[src/rtl/xgmii_tx_arbiter.sv]
`default_nettype none
// ============================================================================
//  Module   : xgmii_tx_arbiter
//  Purpose  : Frame-level round-robin arbiter sharing one XGMII transmit port
//             between two 72-bit FWFT frame FIFOs ({txc[7:0], txd[63:0]}).
//             Streams whole frames, enforces a minimum idle gap and converts a
//             mid-frame underrun into an XGMII error word.
//  Revision : 1.0 - initial release
// ============================================================================
module xgmii_tx_arbiter #(
   parameter int unsigned IFG_WORDS = 1
) (
   input  logic        sys_clk,
   input  logic        sys_rst,
   input  logic [71:0] in0_dout,
   input  logic        in0_empty,
   output logic        in0_rd_en,
   input  logic [71:0] in1_dout,
   input  logic        in1_empty,
   output logic        in1_rd_en,
   output logic [63:0] xgmii_txd,
   output logic [7:0]  xgmii_txc,
   output logic        grant,
   output logic        busy,
   output logic [31:0] frame_cnt0,
   output logic [31:0] frame_cnt1,
   output logic [15:0] underrun_cnt
);

   typedef enum logic [1:0] {
      ST_IDLE  = 2'd0,
      ST_SEND  = 2'd1,
      ST_DRAIN = 2'd2,
      ST_GAP   = 2'd3
   } state_t;

   localparam logic [63:0] IDLE_TXD = 64'h0707070707070707;
   localparam logic [63:0] ERR_TXD  = 64'hFEFEFEFEFEFEFEFE;
   localparam logic [7:0]  CTRL_ALL = 8'hFF;
   localparam logic [3:0]  GAP_LOAD = 4'(IFG_WORDS);

   // Start delimiter must sit in lane 0.
   function automatic logic is_start(input logic [71:0] w);
      return w[64] && (w[7:0] == 8'hFB);
   endfunction

   // Terminate may sit in any lane.
   function automatic logic is_term(input logic [71:0] w);
      logic t;
      t = 1'b0;
      for (int i = 0; i < 8; i++) begin
         if (w[64+i] && (w[8*i +: 8] == 8'hFD)) t = 1'b1;
      end
      return t;
   endfunction

   state_t      state_q, state_d;
   logic        grant_q, grant_d;
   logic [63:0] txd_q, txd_d;
   logic [7:0]  txc_q, txc_d;
   logic [3:0]  gap_q, gap_d;
   logic [31:0] fcnt0_q, fcnt0_d;
   logic [31:0] fcnt1_q, fcnt1_d;
   logic [15:0] urun_q, urun_d;
   logic        rd0_d, rd1_d;

   logic        ok0, ok1, win0, win1;
   logic [71:0] sel_dout;
   logic        sel_empty;
   logic        sel_term;

   assign ok0  = !in0_empty && is_start(in0_dout);
   assign ok1  = !in1_empty && is_start(in1_dout);
   // grant_q==0 means port 1 has first priority; otherwise port 0 does.
   assign win1 = ok1 && (!grant_q || !ok0);
   assign win0 = ok0 && !win1;

   assign sel_dout  = grant_q ? in1_dout  : in0_dout;
   assign sel_empty = grant_q ? in1_empty : in0_empty;
   assign sel_term  = is_term(sel_dout);

   // Next-state, pop strobes and next output word.
   always_comb begin
      state_d = state_q;
      grant_d = grant_q;
      txd_d   = IDLE_TXD;
      txc_d   = CTRL_ALL;
      gap_d   = gap_q;
      fcnt0_d = fcnt0_q;
      fcnt1_d = fcnt1_q;
      urun_d  = urun_q;
      rd0_d   = 1'b0;
      rd1_d   = 1'b0;
      case (state_q)
         ST_IDLE: begin
            // Discard non-start heads; a start head that lost arbitration waits.
            rd0_d = !in0_empty && !(ok0 && !win0);
            rd1_d = !in1_empty && !(ok1 && !win1);
            if (win0 || win1) begin
               grant_d = win1;
               {txc_d, txd_d} = win1 ? in1_dout : in0_dout;
               state_d = ST_SEND;
            end
         end
         ST_SEND: begin
            if (!sel_empty) begin
               if (grant_q) rd1_d = 1'b1;
               else         rd0_d = 1'b1;
               {txc_d, txd_d} = sel_dout;
               if (sel_term) begin
                  if (grant_q) fcnt1_d = fcnt1_q + 32'd1;
                  else         fcnt0_d = fcnt0_q + 32'd1;
                  gap_d   = GAP_LOAD;
                  state_d = ST_GAP;
               end
            end else begin
               txd_d = ERR_TXD;
               if (urun_q != 16'hFFFF) urun_d = urun_q + 16'd1;
               state_d = ST_DRAIN;
            end
         end
         ST_DRAIN: begin
            if (!sel_empty) begin
               if (grant_q) rd1_d = 1'b1;
               else         rd0_d = 1'b1;
               if (sel_term) begin
                  gap_d   = GAP_LOAD;
                  state_d = ST_GAP;
               end
            end
         end
         ST_GAP: begin
            if (gap_q <= 4'd1) state_d = ST_IDLE;
            else               gap_d   = gap_q - 4'd1;
         end
         default: state_d = ST_IDLE;
      endcase
   end

   // State, output word and counter registers.
   always_ff @(posedge sys_clk) begin
      if (sys_rst) begin
         state_q <= ST_IDLE;
         grant_q <= 1'b1;
         txd_q   <= IDLE_TXD;
         txc_q   <= CTRL_ALL;
         gap_q   <= 4'd0;
         fcnt0_q <= 32'd0;
         fcnt1_q <= 32'd0;
         urun_q  <= 16'd0;
      end else begin
         state_q <= state_d;
         grant_q <= grant_d;
         txd_q   <= txd_d;
         txc_q   <= txc_d;
         gap_q   <= gap_d;
         fcnt0_q <= fcnt0_d;
         fcnt1_q <= fcnt1_d;
         urun_q  <= urun_d;
      end
   end

   // FIFOs must not be popped while reset is held.
   assign in0_rd_en    = rd0_d && !sys_rst;
   assign in1_rd_en    = rd1_d && !sys_rst;
   assign xgmii_txd    = txd_q;
   assign xgmii_txc    = txc_q;
   assign grant        = grant_q;
   assign busy         = (state_q == ST_SEND) || (state_q == ST_DRAIN);
   assign frame_cnt0   = fcnt0_q;
   assign frame_cnt1   = fcnt1_q;
   assign underrun_cnt = urun_q;

endmodule
`default_nettype wire

[config.mk]
export PLATFORM = sky130hd
export DESIGN_NAME = xgmii_tx_arbiter
export DESIGN_NICKNAME = d
export VERILOG_FILES = /design/src/rtl/xgmii_tx_arbiter.sv
export SDC_FILE = /design/constraint.sdc
export NUM_CORES = 1
export LEC_CHECK = 0
export CELL_PAD_IN_SITES_DETAIL_PLACEMENT = 0
export CELL_PAD_IN_SITES_GLOBAL_PLACEMENT = 1
export CORE_ASPECT_RATIO = 1.5
export CORE_MARGIN = 5
export CORE_UTILIZATION = 35
export DETAILED_ROUTE_END_ITERATION = 16
export PLACE_DENSITY_LB_ADDON = 0.1
export SLEW_MARGIN = 20
export SYNTH_ARGS = -nofsm -noshare
export SYNTH_HDL_FRONTEND = slang
export SYNTH_SLANG_ARGS = --single-unit
[constraint.sdc]
create_clock -name sys_clk -period 5.5 [get_ports sys_clk]
set_clock_uncertainty 0.05 [all_clocks]
set_input_delay 1.1 -clock sys_clk [delete_from_list [all_inputs] [get_ports sys_clk]]
set_output_delay 1.1 -clock sys_clk [all_outputs]
set_load 0.01 [all_outputs]
# After elaboration in Yosys (flattened, before gate mapping)
# Index checks and enable logic that the tools add are counted.
# word_totals
reg_bits,159
input_bits,148
out_inout_bits,156
# op_classes
addsub,4
n_lt_le_gt_ge,1
n_eq_ne,20
muxes,33
n_bitwise,2
reduce_logical,41
# ops
cell,n
$mux 72,2
$mux 64,2
$pmux 64 s2,1
$eq 8x8->1 const B,10
$add 32x1->32 const B,2
$logic_and 1x1->1,20
$add 16x1->16 const B,1
$mux 8,2
$ne 16x16->1 const B,1
$pmux 8 s2,1
$mux 1,13
$mux 4,3
$reduce_and 4->1,3
$mux 2,5
$ne 2x2->1 const B,5
$logic_not 1->1,9
$pmux 2 s4,1
$pmux 4 s2,1
$reduce_and 3->1,2
$eq 2x2->1 const B,2
$le 4x1->1 const B,1
$pmux 1 s2,2
$sub 4x1->4 const B,1
$logic_or 1x1->1,3
other kinds (7),8

# Depth between registers and ports, before layout
# Gate-level depths: netlist of run 1.
# depth
ltp_word,14
mapped_depth,12
depth_no_buf,9

# Least setup slack after synthesis of run 1
# No wires, ideal clock.
# synth_path
path_kind,input -> output
start,in in0_dout[0]
end,out in0_rd_en
arrival_ns,2.117
required_time_ns,4.350
slack_ns,2.233
stages,5
cell_sequence,nand4_1 -> nor4_2 -> a31oi_1 -> a21oi_1 -> nor4_1
# synth_between
elab_chain_len,14
# synth_rtl
element,line,rtl
from (decl),15,"input logic [71:0] in0_dout,"
$eq 8x8->1 *,44,return w[64] && (w[7:0] == 8'hFB);
$logic_and 1x1->1 *,44,
$logic_and 1x1->1 *,72,assign ok0 = !in0_empty && is_start(in0_dout);
$logic_not 1->1,75,assign win1 = ok1 && (!grant_q || !ok0);
$logic_or 1x1->1,75,
$logic_and 1x1->1,75,
$logic_not 1->1,76,assign win0 = ok0 && !win1;
$logic_and 1x1->1,76,
$logic_not 1->1,97,rd0_d = !in0_empty && !(ok0 && !win0);
$logic_and 1x1->1 *,97,
$logic_not 1->1 *,97,
$logic_and 1x1->1 *,97,
$pmux 1 s2 *,94,case (state_q)
$logic_and 1x1->1 *,164,assign in0_rd_en = rd0_d && !sys_rst;
to (decl),17,"output logic in0_rd_en,"
# Every way passes the cells marked *; elsewhere a longest branch is shown, timed or not.

# Worst setup path after layout of run 1
# layout_path
start,reg state_q[0]
end,out in0_rd_en
# layout_between
elab_chain_len,4
elab_cells_between_ends,6
classes_between,2 x eq/ne; 1 x mux; 3 x reduce/logical
# layout_rtl
element,line,rtl
from (decl),57,"state_t state_q, state_d;"
from (signal assigned),152,state_q <= state_d;
$eq 2x1->1 / $eq 2x2->1 (equally long branches),94,
$reduce_or 2->1 (no line),--,
$pmux 1 s2 *,94,
$logic_and 1x1->1 *,164,
# Marks and branches as above.

==> results of run 1 <==
==> power breakdown <==
| group | total (mW) | switching, mW | internal, mW |
|---|---|---|---|
| logic | 0.495 | 0.257 | 0.239 |
| registers | 1.21 | 0.0155 | 1.19 |
| clock network | 1.14 | 0.515 | 0.626 |
==> synthesized netlist by cell type, drive strengths merged (20+ instances only) <==
| master | count | area [um2] |
|---|---|---|
| o31ai | 26 | 195 |
| clkbuf | 57 | 215 |
| mux2 | 43 | 484 |
| inv | 28 | 105 |
| or3 | 49 | 307 |
| or4 | 20 | 150 |
| o21ai | 103 | 516 |
| nor2 | 47 | 176 |
| nand4 | 31 | 194 |
| dfxtp | 159 | 3180 |
| a21oi | 123 | 616 |
| nand2 | 196 | 736 |
| nand3 | 36 | 180 |
==> metal layers <==
layer / wire length [um] / track usage (%) / up-vias
met3: 2690 / 7.07 / 57
met1: 13500 / 26.7 / 4433
met2: 17400 / 42.1 / 332
met5: 0 / 0 / -
li1: - / - / 4601
met4: 1070 / 9.18 / 0
==> kinds of logic (layout without fill, tap and decap cells) <==
family / count (synthesis) / after routing / synth area share (%)
AO/OA/AOI/OAI: 310 / 310 / 21.2
XOR/XNOR: 18 / 18 / 1.83
multiplexers: 56 / 56 / 7.15
AND/OR/NAND/NOR: 464 / 464 / 26.9
buffers and inverters: 98 / 380 / 4.50
adder cells (fa/ha/maj): 10 / 10 / 1.46
flip-flops: 159 / 159 / 37.0
other: 0 / 3 / 0
==> cell type report <==
type / instances / share of cell area [%]
clock buffer: 20 / 3.50
antenna: 3 / 0.0601
tap: 324 / 3.25
timing repair buffer: 319 / 25.2
multi-input combinational: 858 / 40.7
clock inverter: 12 / 0.882
sequential: 159 / 25.5
inverter: 29 / 0.872
==> path summary, 6_finish.rpt <==
check | start | endpoint | depth (start not counted)
setup / recovery | state_q[0] | in0_rd_en | 7
hold / removal | gap_q[1] | gap_q[1] | 2
setup reg to reg | grant | frame_cnt1[22] | 8
hold reg to reg | gap_q[1] | gap_q[1] | 2
==> registers in the layout, indices dropped and copies added (netlist names) <==
name,cells
grant,1
xgmii_txd,64
underrun_cnt,16
gap_q,4
frame_cnt0,32
frame_cnt1,32
state_q,2
xgmii_txc,8
==> worst max-delay path: cells and delay by family, from the launching register on <==
kind | cells | cell delay [ns]
buf+inv | 3 | 1.41
fa+ha+maj | 1 | 0.62
simple gates | 1 | 0.20
compound gates | 2 | 0.39
flops | 1 | 0.34
==> metrics by stage <==
step	hold WS (ns)	instance area [um2]	setup WS, ns	utilization [%]	power (mW)
floorplan	0.402	8600	2.23	-	1.43
global placement	0.416	11900	0.897	48.9	1.72
detailed placement	0.424	11900	0.890	48.9	1.73
CTS	0.439	12500	0.979	51.2	2.88
global route	0.460	12500	0.784	51.3	2.96
finish	0.432	12500	0.951	51.3	2.84
==> impl_metrics.py, run 1 <==
metrics = {
    "logic_synthesis": {
        "netlist_area_um2": 8600,
        "avgSynthCellArea_um2": 7.71,
        "synth_cells": 1115,
        "ys.flop_type": "dfxtp_1",
        "synthDistinctLibCells": 63,
        "synth_fp_nets": 1273,
        "ys_seq_area_share_pct": 37.0,
        "async_reset_ff_share_pct": 0,
        "synth_seq_cells": 159,
        "yosys_warnings": 0,
        "synth_edf_count": 0,
    },
    "worst_setup_path": {
        "crit_path_end_kind": "primary output",
        "cp_common_cell": "inv_1",
        "crit_chain": "inv_1 > ha_1 > inv_1 > a31oi_1 > a21oi_1 > nor4_1 > clkdlybuf4s50_1",
        "max_stage_delay_ns": 0.67,
        "crit_arrival_ns": 3.40,
        "cp_max_fo": 21,
        "worstPathRequired_ns": 4.35,
        "worstSetupStartpointType": "flop",
        "criticalPathCategory": "reg2out",
        "crit_slowest_cell": "clkdlybuf4s50_1",
        "rrSetupSlack_ns": 1.54,
    },
    "drt": {
        "ant_nets": 0,
        "drtIter0Drc": 531,
        "firstDrtPassIters": 5,
        "routed_wl_um": 34600,
        "wl_per_cell_um": 20.1,
        "num_vias": 9423,
        "drc": 0,
        "via_per_inst": 5.47,
    },
    "floorplan": {
        "io_pins": 304,
        "rows": 70,
        "fp.dieW_um": 138,
        "die_h_um": 202,
        "fp.dieArea_um2": 27900,
        "initial_core_util_pct": 35.3,
        "core_region_area_um2": 24300,
    },
    "outcome": {
        "status": "finished clean",
    },
    "clock_tree": {
        "cts_hold_buf": 0,
        "clk_pin_slew_worst_paths_ns": 0.06,
        "cts_resized": 0,
        "clk_latency_ns": 0.43,
        "cts_tree": "yes",
        "cts_root_buf": "clkbuf_16",
        "cts_made_buffers": 17,
        "cts_sinks": 159,
        "htreeDepth": 4,
        "cts.path.max_buffers": 2,
        "cts_setup_buffers": 0,
    },
    "final_layout": {
        "drive_gt1_share_pct": 7.80,
        "layout.cells.non_filler": 1724,
        "multi_input_area_um2": 5080,
        "layout.nets": 1542,
        "final_common_cell": "clkdlybuf4s50_1",
        "mostFrequentLayoutCells": "clkdlybuf4s50_1, nand2_1, dfxtp_1",
        "areaGrowthSynthToFinish_pct": 45.2,
        "ff_latch_area_um2": 3190,
        "fillers": 2471,
    },
    "sta": {
        "slew-limit-headroom_pct": 35.7,
        "hold_violations": 0,
        "final.setup.tns_ns": 0,
        "grt_setup_unrepaired": "no",
        "finalSetupViolations": 0,
        "worst_slew_pin_slew_ns": 0.964,
        "finalCritPeriodShare_pct": 82.7,
        "min_period_ns": 4.55,
        "final_max_slew_viol_count": 0,
        "fmax_ghz": 0.220,
    },
    "grt": {
        "grt_pass1_wl_um": 52300,
        "grt_pass1_vias": 9173,
        "grt_overflow": 0,
        "grt_max_degree": 55,
        "antenna_found_initial": 2,
        "grt_use_total_pct": 23.9,
    },
    "power": {
        "ir_drop_mv": 0.218,
        "pwr_density_cell_nw_per_um2": 228,
        "leakage_nw": 4.30,
    },
    "worst_hold_path": {
        "hold_path_class": "reg2reg",
    },
    "placed_design": {
        "place_inst": 1689,
        "io_buffers": 303,
        "dp_hpwl_um": 24800,
        "gp_congestion": 0.864,
    },
    "job": {
        "cap_violations": 0,
    },
}
No activity file was read; power rests on OpenSTA's default activity.
==> run 2, diff against run 1 <==
--- a/config.mk
+++ b/config.mk
@@ -9,7 +9,7 @@
 export CELL_PAD_IN_SITES_GLOBAL_PLACEMENT = 1
 export CORE_ASPECT_RATIO = 1.5
 export CORE_MARGIN = 5
-export CORE_UTILIZATION = 35
+export CORE_UTILIZATION = 29
 export DETAILED_ROUTE_END_ITERATION = 16
 export PLACE_DENSITY_LB_ADDON = 0.1
 export SLEW_MARGIN = 20
==> constraint.sdc (replaced) <==
create_clock -name sys_clk -period 4 [get_ports sys_clk]
set_clock_uncertainty 0.05 [all_clocks]
set_input_delay 0.8 -clock sys_clk [delete_from_list [all_inputs] [get_ports sys_clk]]
set_output_delay 0.8 -clock sys_clk [all_outputs]
set_load 0.01 [all_outputs]
==> run 2 against run 1 <==
  * Count of clock-buffer cells in the layout rose by 2
  * Total power up 39%
  * Via count increased by 0.89%
  * First-iteration DRC count is 17% lower
  * Combinational power is 41% higher
  * Final cell count increased by 5.1%
  * Non-clock buffer count increased by 17
  * Register-to-register slack got worse by 0.94 ns
  * Largest power group unchanged
  * Sequential share of layout area is 0.58 points lower
  * Critical path depth is the same
==> impl_metrics.py, run 2 (same netlist as run 1, synthesis figures left out) <==
metrics = {
    "outcome": {
        "status": "finished clean",
    },
    "worst_setup_path": {
        "crit_slowest_cell": "clkdlybuf4s50_1",
        "startpoint": "in0_dout[0]",
        "worstSetupStartpointType": "input port",
        "worst-path-stages": 7,
        "crit_end": "in0_rd_en",
        "crit_arrival_ns": 2.84,
        "rrSetupSlack_ns": 0.60,
        "max_stage_delay_ns": 0.53,
        "critPathTopFamily": "buffers and inverters",
        "rr_startpoint": "grant",
        "cp_common_cell": "clkdlybuf4s50_1",
        "rr_endpoint": "frame_cnt1[25]",
        "r2r_cells": 9,
        "worstPathRequired_ns": 3.15,
        "crit_chain": "clkdlybuf4s50_1 > nand4_1 > nor4_2 > a31oi_1 > a21oi_1 > nor4_1 > clkdlybuf4s50_1",
        "crit_buf_inv": 2,
        "cp_max_fo": 3,
        "criticalPathCategory": "in2out",
        "crit_path_end_kind": "primary output",
    },
    "floorplan": {
        "io_pins": 304,
        "die_h_um": 221,
        "fp.dieArea_um2": 33300,
        "core_region_area_um2": 29400,
        "fp.dieW_um": 151,
        "initial_core_util_pct": 29.3,
        "rows": 77,
    },
    "drt": {
        "wl_per_cell_um": 20.1,
        "firstDrtPassIters": 4,
        "drc": 0,
        "ant_nets": 0,
        "via_per_inst": 5.25,
        "drtIter0Drc": 440,
        "routed_wl_um": 36500,
        "num_vias": 9507,
    },
    "final_layout": {
        "layout.nets": 1559,
        "layout.cells.non_filler": 1812,
        "largest_reg_flops": 64,
        "fillers": 3003,
        "post-route-cell-area_um2": 12800,
        "drive_gt1_share_pct": 8.92,
        "areaGrowthSynthToFinish_pct": 48.6,
        "final_common_cell": "clkdlybuf4s50_1",
        "final_util_pct": 43.5,
        "mostFrequentLayoutCells": "clkdlybuf4s50_1, nand2_1, dfxtp_1",
    },
    "grt": {
        "grt_pass1_vias": 9484,
        "grt_use_total_pct": 21.3,
        "grt_pass1_wl_um": 55300,
        "grt_max_degree": 83,
        "grt_overflow": 0,
        "antenna_found_initial": 4,
    },
    "sta": {
        "slew-limit-headroom_pct": 22.7,
        "fmax_ghz": 0.271,
        "grt_setup_unrepaired": "no",
        "finalSetupViolations": 0,
        "final.setup.tns_ns": 0,
        "worst_slew_pin_slew_ns": 1.15,
        "final_max_slew_viol_count": 0,
        "min_period_ns": 3.69,
        "hold_violations": 0,
        "finalCritPeriodShare_pct": 92.3,
    },
    "clock_tree": {
        "cts.path.max_buffers": 2,
        "cts_hold_buf": 0,
        "cts_sinks": 159,
        "clk_pin_slew_worst_paths_ns": 0.06,
        "clk_latency_ns": 0.45,
        "cts_root_buf": "clkbuf_16",
        "htreeDepth": 4,
        "cts_tree": "yes",
        "cts_setup_buffers": 0,
        "cts_made_buffers": 17,
        "cts_resized": 0,
    },
    "power": {
        "leakage_nw": 4.41,
        "pwr_density_cell_nw_per_um2": 310,
        "ir_drop_mv": 0.325,
        "clkPwrFrac_pct": 40.4,
        "power_frac_seq_pct": 42.0,
        "power_switching_mw": 1.10,
        "finalPower_mw": 3.96,
        "internal_power_mw": 2.86,
        "sw_frac_of_total_pct": 27.8,
        "p_comb_share_pct": 17.6,
    },
    "placed_design": {
        "gp_congestion": 0.845,
        "dp_hpwl_um": 26500,
        "place_inst": 1777,
        "place_area_um2": 12200,
        "io_buffers": 303,
    },
    "worst_hold_path": {
        "hold_path_class": "reg2reg",
    },
    "job": {
        "cap_violations": 0,
    },
}
[run 2: worst min-delay path by stage]
stage	end	slack, ns	startpoint	cells past startpoint
global placement	frame_cnt1[31]	0.42	frame_cnt1[31]	2
finish	gap_q[1]	0.43	gap_q[1]	2
floorplan	gap_q[1]	0.40	gap_q[1]	2
detailed placement	frame_cnt1[31]	0.42	frame_cnt1[31]	2
CTS	gap_q[1]	0.44	gap_q[1]	2
global route	gap_q[3]	0.47	gap_q[3]	2
[run 2: worst min-delay path, cell delays in order (launching register included)]
cell and delay, ns:
dfxtp_1 0.33, nand2_1 0.06, o2bb2ai_1 0.06
[run 2: power by group through the flow]
stage	sequential, mW	clock (mW)	combinational, mW
finish	1.66	1.60	0.698
CTS	1.66	1.65	0.701
floorplan	1.72	0	0.251
global route	1.67	1.71	0.750
detailed placement	1.70	0	0.697
global placement	1.70	0	0.698
[run 2: layer usage]
| layer | vias to the layer above | GRT usage, % | part of all wire, % |
|---|---|---|---|
| li1 | 4625 | - | - |
| met1 | 4509 | 24.7 | 40 |
| met2 | 305 | 36.1 | 49 |
| met3 | 66 | 5.59 | 7.0 |
| met4 | 2 | 10.3 | 3.9 |
| met5 | - | 0 | 0.036 |
[run 2: per-stage QoR]
step / hold slack (ns) / worst slack, ns
floorplan: 0.402 / 1.13
global placement: 0.418 / 0.319
detailed placement: 0.422 / 0.279
CTS: 0.439 / 0.288
global route: 0.466 / 0.182
finish: 0.432 / 0.309
[run 2: layout make-up]
type / instances / area [um2] / area share [%]
diodes: 4 / 10.0 / 0.0784
clock buffers: 22 / 464 / 3.63
clock inverters: 9 / 87.6 / 0.686
inverters: 29 / 109 / 0.852
multi-input cells: 858 / 5070 / 39.7
flip-flops and latches: 159 / 3190 / 25.0
well taps: 395 / 494 / 3.87
repair buffers: 336 / 3350 / 26.2
